`src/rtl/ring_demux_pkg.sv`:
```
// Shared types and helpers for the 3-slot ring-counter demultiplexer.
package ring_demux_pkg;

  localparam int N_SLOTS = 3;

  typedef logic [N_SLOTS-1:0] ring_t;

  localparam ring_t RING_RESET = 3'b001;

  function automatic logic is_onehot3(input logic [2:0] v);
    return (v == 3'b001) || (v == 3'b010) || (v == 3'b100);
  endfunction

  function automatic logic [2:0] rotl3(input logic [2:0] v);
    return {v[1:0], v[2]};
  endfunction

endpackage

```
`src/rtl/ring_demux_1x3_ring.sv`:
```
// Prescaled one-hot slot counter: each slot lasts DIV enabled clocks, then the ring
// rotates left. Clear and repair both restart the frame at slot 0, cnt 0.
module prescaled_ring_counter_3
  import ring_demux_pkg::*;
#(
  parameter int DIV = 4
) (
  input  logic  i_clk,
  input  logic  i_rst_n,
  input  logic  i_enable,
  input  logic  i_clear,
  input  logic  i_repair,
  output ring_t o_ring,
  output logic  o_slot_end
);

  localparam int CW = (DIV > 1) ? $clog2(DIV) : 1;

  logic [CW-1:0] r_cnt;
  ring_t         r_ring;
  logic          w_tc;

  assign w_tc = (r_cnt == CW'(DIV - 1));

  always_ff @(posedge i_clk) begin
    if (!i_rst_n) begin
      r_ring <= RING_RESET;
      r_cnt  <= '0;
    end else if (i_clear || i_repair) begin
      r_ring <= RING_RESET;
      r_cnt  <= '0;
    end else if (i_enable && w_tc) begin
      r_ring <= rotl3(r_ring);
      r_cnt  <= '0;
    end else if (i_enable) begin
      r_cnt <= r_cnt + CW'(1);
    end
  end

  // Strobe is already qualified so the top never captures on a restart edge.
  assign o_slot_end = i_enable && w_tc && !i_clear && !i_repair;
  assign o_ring     = r_ring;

endmodule

```
`src/rtl/ring_demux_1x3.sv`:
```
// Receive side of the 3-slot time-multiplexed line: per-slot hold registers, sticky
// valid, frame_done pulse. Optional one-hot ring repair under RING_DEMUX_ONEHOT_CHECK_EN.
module ring_demux_1x3
  import ring_demux_pkg::*;
#(
  parameter int WIDTH = 1,
  parameter int DIV   = 4
) (
  input  logic             i_clk,
  input  logic             i_rst_n,
  input  logic             i_enable,
  input  logic             i_clear,
  input  logic [WIDTH-1:0] i_data_in,
  output logic [2:0]       o_ring_counter,
  output logic [WIDTH-1:0] o_ch_2,
  output logic [WIDTH-1:0] o_ch_1,
  output logic [WIDTH-1:0] o_ch_0,
  output logic [2:0]       o_valid,
  output logic             o_frame_done,
  output logic             o_ring_error
);

  ring_t            w_ring;
  logic             w_slot_end;
  logic             w_repair;
  logic [WIDTH-1:0] r_ch [N_SLOTS];
  logic [2:0]       r_valid;
  logic             r_frame_done;

  prescaled_ring_counter_3 #(.DIV(DIV)) u_ring (
    .i_clk      (i_clk),
    .i_rst_n    (i_rst_n),
    .i_enable   (i_enable),
    .i_clear    (i_clear),
    .i_repair   (w_repair),
    .o_ring     (w_ring),
    .o_slot_end (w_slot_end)
  );

`ifdef RING_DEMUX_ONEHOT_CHECK_EN
  logic r_ring_error;

  // Checked regardless of enable; clear outranks repair.
  assign w_repair = !is_onehot3(w_ring) && !i_clear;

  always_ff @(posedge i_clk) begin
    if (!i_rst_n) r_ring_error <= 1'b0;
    else          r_ring_error <= w_repair;
  end

  assign o_ring_error = r_ring_error;
`else
  assign w_repair     = 1'b0;
  assign o_ring_error = 1'b0;
`endif

  always_ff @(posedge i_clk) begin
    if (!i_rst_n || i_clear) begin
      for (int k = 0; k < N_SLOTS; k++) r_ch[k] <= '0;
      r_valid      <= '0;
      r_frame_done <= 1'b0;
    end else begin
      r_frame_done <= w_slot_end && w_ring[2];
      if (w_slot_end) begin
        // Every set bit captures, so an unrepaired illegal ring fans data out as-is.
        for (int k = 0; k < N_SLOTS; k++) begin
          if (w_ring[k]) begin
            r_ch[k]    <= i_data_in;
            r_valid[k] <= 1'b1;
          end
        end
      end
    end
  end

  assign o_ring_counter = w_ring;
  assign o_ch_0         = r_ch[0];
  assign o_ch_1         = r_ch[1];
  assign o_ch_2         = r_ch[2];
  assign o_valid        = r_valid;
  assign o_frame_done   = r_frame_done;

endmodule
```
`config.mk`:
```
export PLATFORM = sky130hd
export DESIGN_NAME = ring_demux_1x3
export DESIGN_NICKNAME = d
export VERILOG_FILES = /design/src/rtl/ring_demux_pkg.sv /design/src/rtl/ring_demux_1x3_ring.sv /design/src/rtl/ring_demux_1x3.sv
export SDC_FILE = /design/constraint.sdc
export NUM_CORES = 1
export LEC_CHECK = 0
export CAP_MARGIN = 20
export CELL_PAD_IN_SITES_DETAIL_PLACEMENT = 0
export CELL_PAD_IN_SITES_GLOBAL_PLACEMENT = 2
export CORE_UTILIZATION = 26
export CTS_CLUSTER_DIAMETER = 150
export DETAILED_ROUTE_END_ITERATION = 16
export MAX_ROUTING_LAYER = met4
export PLACE_DENSITY_LB_ADDON = 0.1
export SLEW_MARGIN = 20
export SYNTH_ARGS = -nofsm -noshare
export SYNTH_HDL_FRONTEND = slang
export SYNTH_SLANG_ARGS = --single-unit
```
`constraint.sdc`:
```
create_clock -name i_clk -period 1.51 [get_ports i_clk]
set_input_delay 0.2265 -clock i_clk [delete_from_list [all_inputs] [get_ports i_clk]]
set_output_delay 0.2265 -clock i_clk [all_outputs]
set_load 0.02 [all_outputs]
```
Word-level counts from Yosys, hierarchy flattened
Memory sizes are Yosys's and may differ from the RTL's.
Index checks and enable logic that the tools add are counted.
W data, S select, Z words.
{"block": "totals", "regBits": 9, "latch_bits": 0, "ram_bits": 3, "romBits": 0, "inputBits": 5, "output_inout_bits": 11, "elab_cells": 41, "n_memories": 1}
{"name": "r_ch", "depth": 3, "width": 1, "read_ports": 3, "rd_clocked_by_memory_dff": 0, "write_ports": 3, "line": "ring_demux_1x3.sv:26", "text": "logic [WIDTH-1:0] r_ch [N_SLOTS];"}
{"block": "classes", "addsub": 1, "n_mul": 0, "div": 0, "magnitude_cmp": 0, "eq_ne": 1, "shifts": 0, "muxes": 17, "bitwise": 4, "reduce_logical": 11}
{"cell": "$mux W1", "count": 17}
{"cell": "$reduce_and A2 Y1", "count": 3}
{"cell": "$logic_and A1 B1 Y1", "count": 3}
{"cell": "$or A1 B1 Y1", "count": 3}
{"cell": "$reduce_or A3 Y1", "count": 1}
{"cell": "$add A2 B1 Y2 const B", "count": 1}
{"cell": "$eq A2 B2 Y1 const B", "count": 1}
{"cell": "$logic_not A1 Y1", "count": 2}
{"cell": "$reduce_or A2 Y1", "count": 1}
{"cell": "$logic_or A1 B1 Y1", "count": 1}
{"cell": "$not A1 Y1", "count": 1}

Depth between registers and ports, before layout
{"block": "depth", "depth_word": 7, "ltp_mapped": 3, "mapped_depth_nobuf": 3}

By module
Synthesis repeated with hierarchy kept, for this count alone.
{"block": "unflattened", "hier_cells": 49, "area_unflattened_um2": 511.7}
{"module": "ring_demux_1x3", "instances": 1, "cells_each": 25, "area_each_um2": 280.3, "seq_area_each_um2": 170.2}
{"module": "prescaled_ring_counter_3", "instances": 1, "cells_each": 24, "area_each_um2": 231.5, "seq_area_each_um2": 100.1}

Least setup slack after synthesis
Ideal clock, no wire load.
{"block": "synth_timing", "path_kind": "flip-flop to flip-flop", "start": "reg u_ring.r_cnt[0]", "end": "mem r_ch[2][0], in the netlist r_ch[0][2] (enable)", "setup_time_ns": 0.293, "t_arrival_ns": 0.864, "t_required_ns": 1.217, "slack_ns": 0.353, "stages_incl_launch_ff": 4, "path_buffers": 0, "period_less_slack_ns": 1.157, "cell_sequence": "dfxtp_1 -> ha_1 -> and3_4 -> nand2b_1"}
{"item": "start: declaration", "line": "ring_demux_1x3_ring.sv:19", "text": "logic [CW-1:0] r_cnt;"}
{"item": "start signal: assignment", "line": "ring_demux_1x3_ring.sv:36", "text": "r_cnt <= r_cnt + CW'(1);"}
{"item": "end: declaration", "line": "ring_demux_1x3.sv:26"}

Worst setup path in the final report
{"block": "layout_timing", "start": "reg r_valid[2], in the netlist o_valid[2]", "end": "out o_valid[2]"}
{"item": "start: declaration", "line": "ring_demux_1x3.sv:27", "text": "logic [2:0] r_valid;"}
{"item": "start signal: assignment", "line": "ring_demux_1x3.sv:60", "text": "r_valid <= '0;"}
{"item": "start signal: indexed assignment", "line": "ring_demux_1x3.sv:69", "text": "r_valid[k] <= 1'b1;"}
{"item": "end: declaration", "line": "ring_demux_1x3.sv:18", "text": "output logic [2:0] o_valid,"}
No word-level cell between the ends.

==> flow_summary.yaml <==
run:
  maxCapViolCount: 0
layout:
  finalNetCount: 68
  seq_area_sq_um: 270
  finalNonFillerCells: 86
  multi_input_area_sq_um: 194
  final_layout_size_suffix_gt1_frac: 0.180
  fillers: 189
  num_antenna_cells: 0
  final_util: 0.391
  synthToLayoutAreaGrowth_pct: 37.7
yosys:
  ys_seq_area_frac: 0.539
  synth_cell_types: 23
  async_flop_share: 0
  synth_area_leaders: "dfxtp_1, edfxtp_1, buf_6, a21bo_2, a21oi_1"
  synth_area_leader_cell: "dfxtp_1"
  netlist_area_sq_um: 502
  ys.flop_type: "dfxtp_1"
  synth_edf_count: 3
  synth_fp_nets: 50
  synth_top_area_share: 0.359
  ys_seq_elements: 12
  synth_cells: 44
  yosysWarningCount: 0
  synth.avg_cell_area_sq_um: 11.4
worst_setup_path:
  reg2regPathDepth: 3
  r2r_start: "u_ring.r_cnt[0]"
  critPathKind: "reg -> out"
  worstPathMaxFanout: 2
  startpoint: "o_valid[2]"
  end_kind: "output pin"
  cp.arrival_ns: 1.21
  timing.rr.end: "r_ch[0][0]"
  critical-path-slowest-cell: "clkdlybuf4s50_1"
  slowest_delay_ns: 0.61
  crit_family: "buffers and inverters"
  cp.depth: 1
  required_ns: 1.28
  r2r_setup_slack_ns: 0.24
  path_cells: "clkdlybuf4s50_1"
  critical_path_buf_inv_count: 1
  startpoint_type: "register"
  cp-endpoint: "o_valid[2]"
timing:
  final_max_slew_viol_count: 0
  skew_ns: 0.00371
  setup_viol_count_final: 0
  fin_setup_tns_ns: 0
  fmax_mhz: 697
  rsz0062_at_grt: "false"
  finalCritPeriodShare: 0.950
  fin_ws_ns: 0.0754
  final_hold_viol_count: 0
  fin_crit_ns: 1.43
clock_tree:
  cts-buffers-inserted: 3
  clk_latency_ns: 0.27
  cts.sinks: 12
  cts_tree: "yes"
  hold_buffers: 0
  cts_setup_buffers: 0
  clk_pin_slew_ns: 0.08
  htreeDepth: 1
  cts-root-buf: "clkbuf_4"
  postCtsResizedCells: 3
  clockBufferDepth: 2
floorplanning:
  chipHeight_um: 45.9
  io_pins: 16
  rows: 15
  die_x_um: 45.9
  start_util: 0.284
  die-area_sq_um: 2110
  core_sq_um: 1760
routing:
  drc: 0
  drt_first_pass_iters: 3
  drt.antenna.violating_nets: 0
  viasPerCell: 4.28
  first_iter_violations: 3
  num_vias: 368
  wl_per_cell_um: 10.6
  drt-total-wl_um: 914
pwr:
  power_density_nw_per_um2: 927
  p_sw_w: 0.000134
  combPwrFrac: 0.077
  clkPwrFrac: 0.399
  p_seq_frac: 0.524
  p_leak_nw: 0.269
  total_power_w: 0.000640
  ir_drop_v: 0.000395
  p_sw_frac: 0.209
  internal-power_w: 0.000506
placed_design:
  io_buffers: 14
  dp.cells: 82
  routabilityCongestion: 0.723
  pre_cts_slack_ns: 0.110
  dp_hpwl_um: 727
min_path:
  min_path_type: "reg -> reg"
global_routing:
  grt_pass1_wl_um: 1470
  grt_pass1_vias: 335
  antenna_found_initial: 0
  overflow: 0
  grt_max_degree: 8
  grt.total_usage: 0.106
status:
  outcome: "finished clean"
==> power groups by stage <==
stage	clock network, W	registers, W	logic, W
6_report	0.000255	0.000336	0.0000493
4_1_cts	0.000267	0.000336	0.0000504
3_3_place_gp	0	0.000343	0.0000489
5_1_grt	0.000288	0.000336	0.0000535
2_1_floorplan	0	0.000348	0.0000274
3_5_place_dp	0	0.000343	0.0000502
==> cell families after synthesis <==
family | count (synthesis) | synth area share
AOI/OAI and AO/OA | 8 | 0.112
xor gates and xnor gates | 1 | 0.0175
adders and majority gates | 1 | 0.0249
buffers and inverters | 5 | 0.0748
DFF | 12 | 0.539
muxes | 1 | 0.0200
other | 1 | 0.00747
and+or+nand+nor | 15 | 0.204
==> cells in the mapped netlist, drive strengths merged (2+ instances only) <==
master / number
nand2: 3
edfxtp: 3
nand3: 2
buf: 3
and3: 2
nor3: 3
a21bo: 2
nand2b: 2
inv: 2
a21oi: 4
dfxtp: 9
==> placed cells by master (no fill, tap or decap) <==
master	Yosys	final
clkdlybuf4s50_1	0	11
nor3_1	3	3
and2_1	1	1
mux2i_1	1	1
edfxtp_1	3	3
a211o_1	1	1
nand2_1	3	3
ha_1	1	1
a21bo_2	2	2
xnor2_1	1	1
dlygate4sd2_1	0	3
a21oi_1	4	4
nand3_1	2	2
buf_4	1	2
clkbuf_4	0	3
dfxtp_1	9	9
o21a_1	1	1
nor4b_2	1	1
inv_1	2	2
nand2b_1	1	1
conb_1	1	1
clkbuf_8	0	1
nand2b_4	1	1
and3_1	1	1
and3_4	1	1
and2b_1	1	1
==> worst min-delay path by stage <==
| stage | start | cells after the start | end | slack [ns] |
|---|---|---|---|---|
| 3_5_place_dp | o_valid[1] | 2 | o_valid[1] | 0.45 |
| 3_3_place_gp | o_valid[0] | 2 | o_valid[0] | 0.44 |
| 6_report | o_valid[1] | 2 | o_valid[1] | 0.45 |
| 4_1_cts | o_valid[1] | 2 | o_valid[1] | 0.46 |
| 2_1_floorplan | i_rst_n | 3 | o_valid[0] | 0.46 |
| 5_1_grt | o_valid[1] | 2 | o_valid[1] | 0.48 |
==> layer usage <==
| layer | routed length, um | share of wire | GRT usage | up-vias |
|---|---|---|---|---|
| li1 | - | - | - | 184 |
| met1 | 390 | 0.43 | 0.125 | 172 |
| met2 | 459 | 0.50 | 0.152 | 10 |
| met3 | 57 | 0.062 | 0.0317 | 2 |
| met4 | 6 | 0.0066 | 0.0706 | 0 |
| met5 | 0 | 0 | - | - |
==> registers in the layout (all words and copies together) (netlist names) <==
name,cells
o_frame_done,1
o_valid,3
r_ch,3
u_ring.o_ring,3
u_ring.r_cnt,2
==> layout make-up <==
cell class / instances / share of cell area
multi-input cells: 27 / 0.281
well taps: 25 / 0.0453
repair buffers: 16 / 0.219
clock buffers: 4 / 0.0525
flip-flops and latches: 12 / 0.391
inverters: 2 / 0.0109
==> per-stage QoR <==
| step | instance area [sq um] | hold slack, ns |
|---|---|---|
| after floorplan | 502 | 0.464 |
| after global placement | 658 | 0.436 |
| final | 691 | 0.451 |
| after CTS | 691 | 0.459 |
| after global routing | 691 | 0.484 |
| after detailed placement | 658 | 0.447 |
(Power assumes the default switching activity.)
